==> config.mk <==
export PLATFORM = sky130hd
export DESIGN_NAME = instr_fetch_mem
export DESIGN_NICKNAME = d
export VERILOG_FILES = /design/src/rtl/instr_mem_pkg.sv /design/src/rtl/instr_mem_array.sv /design/src/rtl/instr_fetch_mem.sv
export SDC_FILE = /design/constraint.sdc
export NUM_CORES = 2
export LEC_CHECK = 0
export CAP_MARGIN = 20
export CORE_UTILIZATION = 55
export DETAILED_ROUTE_END_ITERATION = 6
export PLACE_DENSITY = 0.81
export SETUP_SLACK_MARGIN = 0.05
export SLEW_MARGIN = 5
export SYNTH_ARGS = -nofsm -noshare
export SYNTH_HDL_FRONTEND = slang
export SYNTH_SLANG_ARGS = --single-unit
==> constraint.sdc <==
create_clock -name CLK -period 4.2 [get_ports CLK]
set_clock_uncertainty 0.1 [all_clocks]
set_input_delay 0.84 -clock CLK [delete_from_list [all_inputs] [get_ports CLK]]
set_output_delay 0.84 -clock CLK [all_outputs]
set_load 0.1 [all_outputs]
==> src/rtl/instr_mem_pkg.sv <==
// Shared types and default constants for the instruction fetch memory.
// Holds the fetch FSM states, default geometry and the wait-state counter width.
package instr_mem_pkg;

    typedef enum logic {
        S_IDLE = 1'b0,
        S_WAIT = 1'b1
    } fetch_state_e;

    localparam int              DEF_INSTR_WIDTH = 19;
    localparam int              DEF_DEPTH       = 128;
    localparam logic [18:0]     DEF_NOP_WORD    = 19'h0_0000;
    localparam int              CNT_W           = 4;

endpackage

==> src/rtl/instr_mem_array.sv <==
// Instruction storage: one synchronous write port, one combinational read port.
// Latency: write lands on the clock edge; read is same-cycle (the caller registers it).
// Backpressure: none; a read sampled on a write edge sees the old word.
module instr_mem_array
    import instr_mem_pkg::*;
#(
    parameter int INSTR_WIDTH = DEF_INSTR_WIDTH,
    parameter int DEPTH       = DEF_DEPTH,
    parameter int AW          = $clog2(DEPTH)
) (
    input  logic                   clk,
    input  logic                   wr_en,
    input  logic [AW-1:0]          wr_addr,
    input  logic [INSTR_WIDTH-1:0] wr_dat,
    input  logic [AW-1:0]          rd_addr,
    output logic [INSTR_WIDTH-1:0] rd_dat
);

    // No reset: program contents survive RESET.
    logic [INSTR_WIDTH-1:0] mem_q [DEPTH];

    always_ff @(posedge clk) begin
        if (wr_en) begin
            mem_q[wr_addr] <= wr_dat;
        end
    end

    assign rd_dat = mem_q[rd_addr];

endmodule

==> src/rtl/instr_fetch_mem.sv <==
// Instruction memory with a READ/BUSYWAIT/VALID fetch handshake and a program-load port.
// Latency: WAIT_STATES+1 edges from accepted READ to the VALID pulse; all outputs registered.
// Backpressure: BUSYWAIT high while a fetch runs; READ is ignored then and never queued.
module instr_fetch_mem
    import instr_mem_pkg::*;
#(
    parameter int                     INSTR_WIDTH = DEF_INSTR_WIDTH,
    parameter int                     DEPTH       = DEF_DEPTH,
    parameter int                     PC_WIDTH    = 32,
    parameter int                     WAIT_STATES = 1,
    parameter logic [INSTR_WIDTH-1:0] NOP_WORD    = INSTR_WIDTH'(DEF_NOP_WORD),
    localparam int                    AW          = $clog2(DEPTH)
) (
    input  logic                   CLK,
    input  logic                   RESET,
    input  logic [PC_WIDTH-1:0]    PC,
    input  logic                   READ,
    output logic [INSTR_WIDTH-1:0] INSTRUCTION,
    output logic                   VALID,
    output logic                   BUSYWAIT,
    output logic                   FAULT,
    input  logic                   LOAD_EN,
    input  logic [AW-1:0]          LOAD_ADDR,
    input  logic [INSTR_WIDTH-1:0] LOAD_DATA
);

    fetch_state_e           state_q, state_d;
    logic [CNT_W-1:0]       cnt_q, cnt_d;
    logic [PC_WIDTH-1:0]    pc_q, pc_d;
    logic [INSTR_WIDTH-1:0] instr_q, instr_d;
    logic                   valid_q, valid_d;
    logic                   fault_q, fault_d;
    logic [INSTR_WIDTH-1:0] rd_dat;
    logic                   pc_oor;

    // Full-width compare so large PCs never alias onto a valid word.
    assign pc_oor = (pc_q >= PC_WIDTH'(DEPTH));

    instr_mem_array #(
        .INSTR_WIDTH (INSTR_WIDTH),
        .DEPTH       (DEPTH),
        .AW          (AW)
    ) u_array (
        .clk     (CLK),
        .wr_en   (LOAD_EN && !RESET),
        .wr_addr (LOAD_ADDR),
        .wr_dat  (LOAD_DATA),
        .rd_addr (pc_q[AW-1:0]),
        .rd_dat  (rd_dat)
    );

    always_comb begin
        state_d = state_q;
        cnt_d   = cnt_q;
        pc_d    = pc_q;
        instr_d = instr_q;
        valid_d = 1'b0;
        fault_d = fault_q;
        case (state_q)
            S_IDLE: begin
                if (READ) begin
                    state_d = S_WAIT;
                    pc_d    = PC;
                    cnt_d   = CNT_W'(WAIT_STATES);
                end
            end
            S_WAIT: begin
                if (cnt_q == '0) begin
                    state_d = S_IDLE;
                    valid_d = 1'b1;
                    if (pc_oor) begin
                        instr_d = NOP_WORD;
                        fault_d = 1'b1;
                    end else begin
                        instr_d = rd_dat;
                    end
                end else begin
                    cnt_d = cnt_q - CNT_W'(1);
                end
            end
            default: state_d = S_IDLE;
        endcase
    end

    always_ff @(posedge CLK) begin
        if (RESET) begin
            state_q <= S_IDLE;
            cnt_q   <= '0;
            pc_q    <= '0;
            instr_q <= NOP_WORD;
            valid_q <= 1'b0;
            fault_q <= 1'b0;
        end else begin
            state_q <= state_d;
            cnt_q   <= cnt_d;
            pc_q    <= pc_d;
            instr_q <= instr_d;
            valid_q <= valid_d;
            fault_q <= fault_d;
        end
    end

    assign INSTRUCTION = instr_q;
    assign VALID       = valid_q;
    assign BUSYWAIT    = (state_q == S_WAIT);
    assign FAULT       = fault_q;

endmodule

==> results.sh <==
export IMPL_status="complete, but fails checks"
export IMPL_violations="design-rule violations"
export IMPL_die_y_um=420
export IMPL_tightest_slew_ns=1.22
export IMPL_fin_crit_ns=4.04
export IMPL_syn_area_um2=95900
export IMPL_syn_nets=4340
export IMPL_maxSlewHeadroom=0.169
export IMPL_drive_above_1_share=0.305
export IMPL_async_reset_ff_frac=0
export IMPL_ys_types=60
export IMPL_grt_pass1_vias=50700
export IMPL_numCtsBuffers=226
export IMPL_synth_cells=4276
export IMPL_top_layer="met5"
export IMPL_drc_errors=204
export IMPL_port_buffer_count=83
export IMPL_required_ns=4.80
export IMPL_pin_count=84
export IMPL_vias=51200
export IMPL_final_cell_area_um2=109000
export IMPL_areaGrowthSynthToFinish_pct=13.5
export IMPL_routedWlPerCell_um=38.2
export IMPL_postSynthAreaPerCell_um2=22.4
export IMPL_clockBufferDepth=3
export IMPL_dpl_cell_area_um2=102000
export IMPL_cts_tree="yes"
export IMPL_grt_pass1_wl_um=381000
export IMPL_wirelength_um=275000
export IMPL_dr_wl_met3_um=38500
export IMPL_drt_iter0_markers=9264
export IMPL_start_util=0.556
export IMPL_hold_viol_final=0
export IMPL_met2_length_um=129000
export IMPL_cp_arrival_ns=4.64
export IMPL_yosys_warnings=0
export IMPL_worstSkewPairLatency_ns=0.91
export IMPL_vias_per_cell=7.11
export IMPL_holdCritPathClass="in2reg"
export IMPL_gp_congestion=1.01
export IMPL_powerDensity_nw_per_um2=467
export IMPL_path_class="reg2reg"
export IMPL_fin_nets=4738
export IMPL_core_area_um2=172000
export IMPL_critPathCaptureType="flip-flop"
export IMPL_rsz0062_at_grt="no"
export IMPL_dr_pass1_iters=7
export IMPL_cp_max_fo=17
export IMPL_ys_ff_latch=2497
export IMPL_maxCapViolations=0
export IMPL_dp_hpwl_um=156000
export IMPL_wl_met1_um=86200
export IMPL_antenna_left=0
export IMPL_setup_tns_ns=0
export IMPL_n_fill_cell=10600
export IMPL_path_clk_slew_ns=0.07
export IMPL_ys_flop_type="edfxtp_1"
export IMPL_peakVddDrop_uv=410
export IMPL_postCtsSetupRepairBufs=0
export IMPL_fmax_mhz=248
export IMPL_period_share=0.961
export IMPL_antenna_found_initial=30
export IMPL_cp_start_kind="flip-flop"
export IMPL_htree_levels=4
export IMPL_overflow=0
export IMPL_grt_max_degree=99
export IMPL_fp_dieW_um=420
export IMPL_rows=152
export IMPL_synth_edff_count=2432
export IMPL_grt_use_total=0.313
export IMPL_setup_viol=0
export IMPL_cts_sinks=2497
export IMPL_root_buffer="clkbuf_16"
export IMPL_synth_seq_area_share=0.775
export IMPL_drv_slew=0
export IMPL_p_leak_nw=33.2
export IMPL_dieArea_um2=176000
-- worst max-delay path, cell delays in order (launching register included) --
cell,delay (ns)
dfxtp_4,0.71
buf_12,0.27
buf_4,0.30
buf_4,0.34
mux4_2,0.55
mux2i_1,0.18
o22ai_1,0.21
a2111oi_0,1.00
a2111oi_0,0.18
-- kinds of logic (layout without fill, tap and decap cells) --
kind of cell,Yosys count,count (layout),share of synthesized area
buffers and inverters,245,837,0.0147
AOI/OAI and AO/OA,276,276,0.0194
muxes,813,813,0.170
adders and majority gates,2,2,0.000261
xor gates and xnor gates,1,1,0.0000913
other,0,19,0
DFF,2497,2497,0.775
and+or+nand+nor,442,442,0.0204
-- per-stage QoR --
| stage | power (mW) | std cells | utilization | setup WS (ns) | hold slack, ns |
|---|---|---|---|---|---|
| floorplan | 29.6 | 4276 | - | 0.932 | 0.336 |
| global placement | 30.9 | 6752 | 0.588 | 0.420 | 0.338 |
| detailed placement | 31.0 | 6753 | 0.588 | 0.377 | 0.345 |
| CTS | 50.8 | 7175 | 0.631 | 0.439 | 0.356 |
| global route | 51.8 | 7182 | 0.631 | 0.248 | 0.335 |
| finish | 50.8 | 7197 | 0.631 | 0.164 | 0.319 |
-- cell type report --
cell class / instances / area (um2) / share of cell area
diodes: 19 / 47.5 / 0.000437
repair buffers: 407 / 3780 / 0.0347
clock inverters: 146 / 1360 / 0.0125
inverters: 8 / 30.0 / 0.000276
multi-input cells: 1534 / 20500 / 0.189
flip-flops and latches: 2497 / 74300 / 0.683
clock buffers: 276 / 5890 / 0.0541
well taps: 2310 / 2890 / 0.0265
-- cells in the mapped netlist (3+ instances only) --
| cell | instances | share of area |
|---|---|---|
| buf_2 | 65 | 0.0034 |
| mux2i_1 | 130 | 0.014 |
| nand2_1 | 144 | 0.0056 |
| o21ai_0 | 30 | 0.0016 |
| nand3b_1 | 6 | 0.00047 |
| a311oi_1 | 10 | 0.00091 |
| mux2_2 | 31 | 0.0036 |
| mux4_2 | 652 | 0.15 |
| a22oi_1 | 22 | 0.0017 |
| o211ai_1 | 4 | 0.00031 |
| a221oi_1 | 19 | 0.0017 |
| o21ai_1 | 4 | 0.00021 |
| a21oi_1 | 74 | 0.0039 |
| nand2b_1 | 11 | 0.00072 |
| a211oi_1 | 19 | 0.0015 |
| or2_2 | 5 | 0.00033 |
| edfxtp_1 | 2432 | 0.76 |
| buf_4 | 49 | 0.0038 |
| clkbuf_1 | 76 | 0.0030 |
| inv_1 | 7 | 0.00027 |
| a31oi_1 | 14 | 0.00091 |
| a22o_1 | 7 | 0.00064 |
| or3_1 | 3 | 0.00020 |
| nor3b_1 | 3 | 0.00023 |
| nor2_1 | 174 | 0.0068 |
| buf_6 | 30 | 0.0035 |
| nor4_1 | 10 | 0.00065 |
| and2_1 | 4 | 0.00026 |
| nor3_1 | 13 | 0.00068 |
| a2111oi_0 | 14 | 0.0013 |
| nor2b_1 | 23 | 0.0015 |
| nand3_1 | 27 | 0.0014 |
| o22ai_1 | 27 | 0.0018 |
| dfxtp_1 | 65 | 0.014 |
| or3b_2 | 4 | 0.00037 |
| buf_1 | 17 | 0.00067 |
| nand4_1 | 8 | 0.00052 |
| o221ai_1 | 13 | 0.0012 |
-- where the power goes --
part	internal (mW)	total, mW	switching (mW)	leakage [nW]
Sequential	27.4	27.5	0.0964	22.4
Clock	11.0	20.2	9.25	3.49
Combinational	1.12	3.15	2.03	7.27
-- sequential cells by signal, indices dropped and copies added (netlist names), named ones only --
| register | flops |
|---|---|
| u_array.mem_q | 2432 |
| pc_q | 32 |
| INSTRUCTION | 19 |
| cnt_q | 4 |
| BUSYWAIT | 1 |
| FAULT | 1 |
| VALID | 1 |
-- worst paths after layout --
path / start / to / slack, ns / cells past startpoint
worst min register to register: pc_q[18]$_SDFFE_PP0P_ / pc_q[18]$_SDFFE_PP0P_ / 0.35 / 2
worst max-delay path: flip-flop / INSTRUCTION[9]$_SDFFE_PP0P_ / 0.16 / 8
worst max register to register: flip-flop / INSTRUCTION[9]$_SDFFE_PP0P_ / 0.16 / 8
worst min-delay path: LOAD_DATA[13] / u_array.mem_q[47][13]$_DFFE_PP_ / 0.32 / 1
-- routing by layer --
layer  up-vias  track usage
met5         -      0.00333
li1      18900            -
met1     26100        0.381
met2      4922        0.492
met4        28        0.185
met3      1241        0.104
-- repair_timing --
action	CTS	global route
hold buffers	0	0
endpoints found under the setup margin	0	1
gates resized for setup	0	1
-- cell usage in the layout, fill, tap and decap left out, types with 11 or more instances in the layout --
| cell type | netlist | layout |
|---|---|---|
| clkdlybuf4s50_1 | 0 | 62 |
| diode_2 | 0 | 19 |
| a31oi_1 | 14 | 14 |
| mux2i_1 | 130 | 130 |
| a22oi_1 | 22 | 22 |
| bufinv_16 | 0 | 15 |
| a21oi_1 | 74 | 74 |
| clkbuf_1 | 76 | 48 |
| nand3_1 | 27 | 27 |
| mux2_2 | 31 | 31 |
| nand2_1 | 144 | 144 |
| nor2_1 | 174 | 45 |
| dfxtp_1 | 65 | 59 |
| o221ai_1 | 13 | 13 |
| o22ai_1 | 27 | 27 |
| clkbuf_16 | 0 | 229 |
| nor3_1 | 13 | 13 |
| buf_4 | 49 | 297 |
| nand2b_1 | 11 | 11 |
| nor2b_1 | 23 | 19 |
| clkinv_2 | 0 | 34 |
| a2111oi_0 | 14 | 12 |
| nor2_2 | 0 | 129 |
| edfxtp_1 | 2432 | 2432 |
| a211oi_1 | 19 | 18 |
| o21ai_0 | 30 | 30 |
| mux4_2 | 652 | 652 |
| a221oi_1 | 19 | 19 |
| clkinv_1 | 1 | 69 |
| buf_12 | 0 | 43 |
Note: power is estimated with default switching activity, not from simulation.
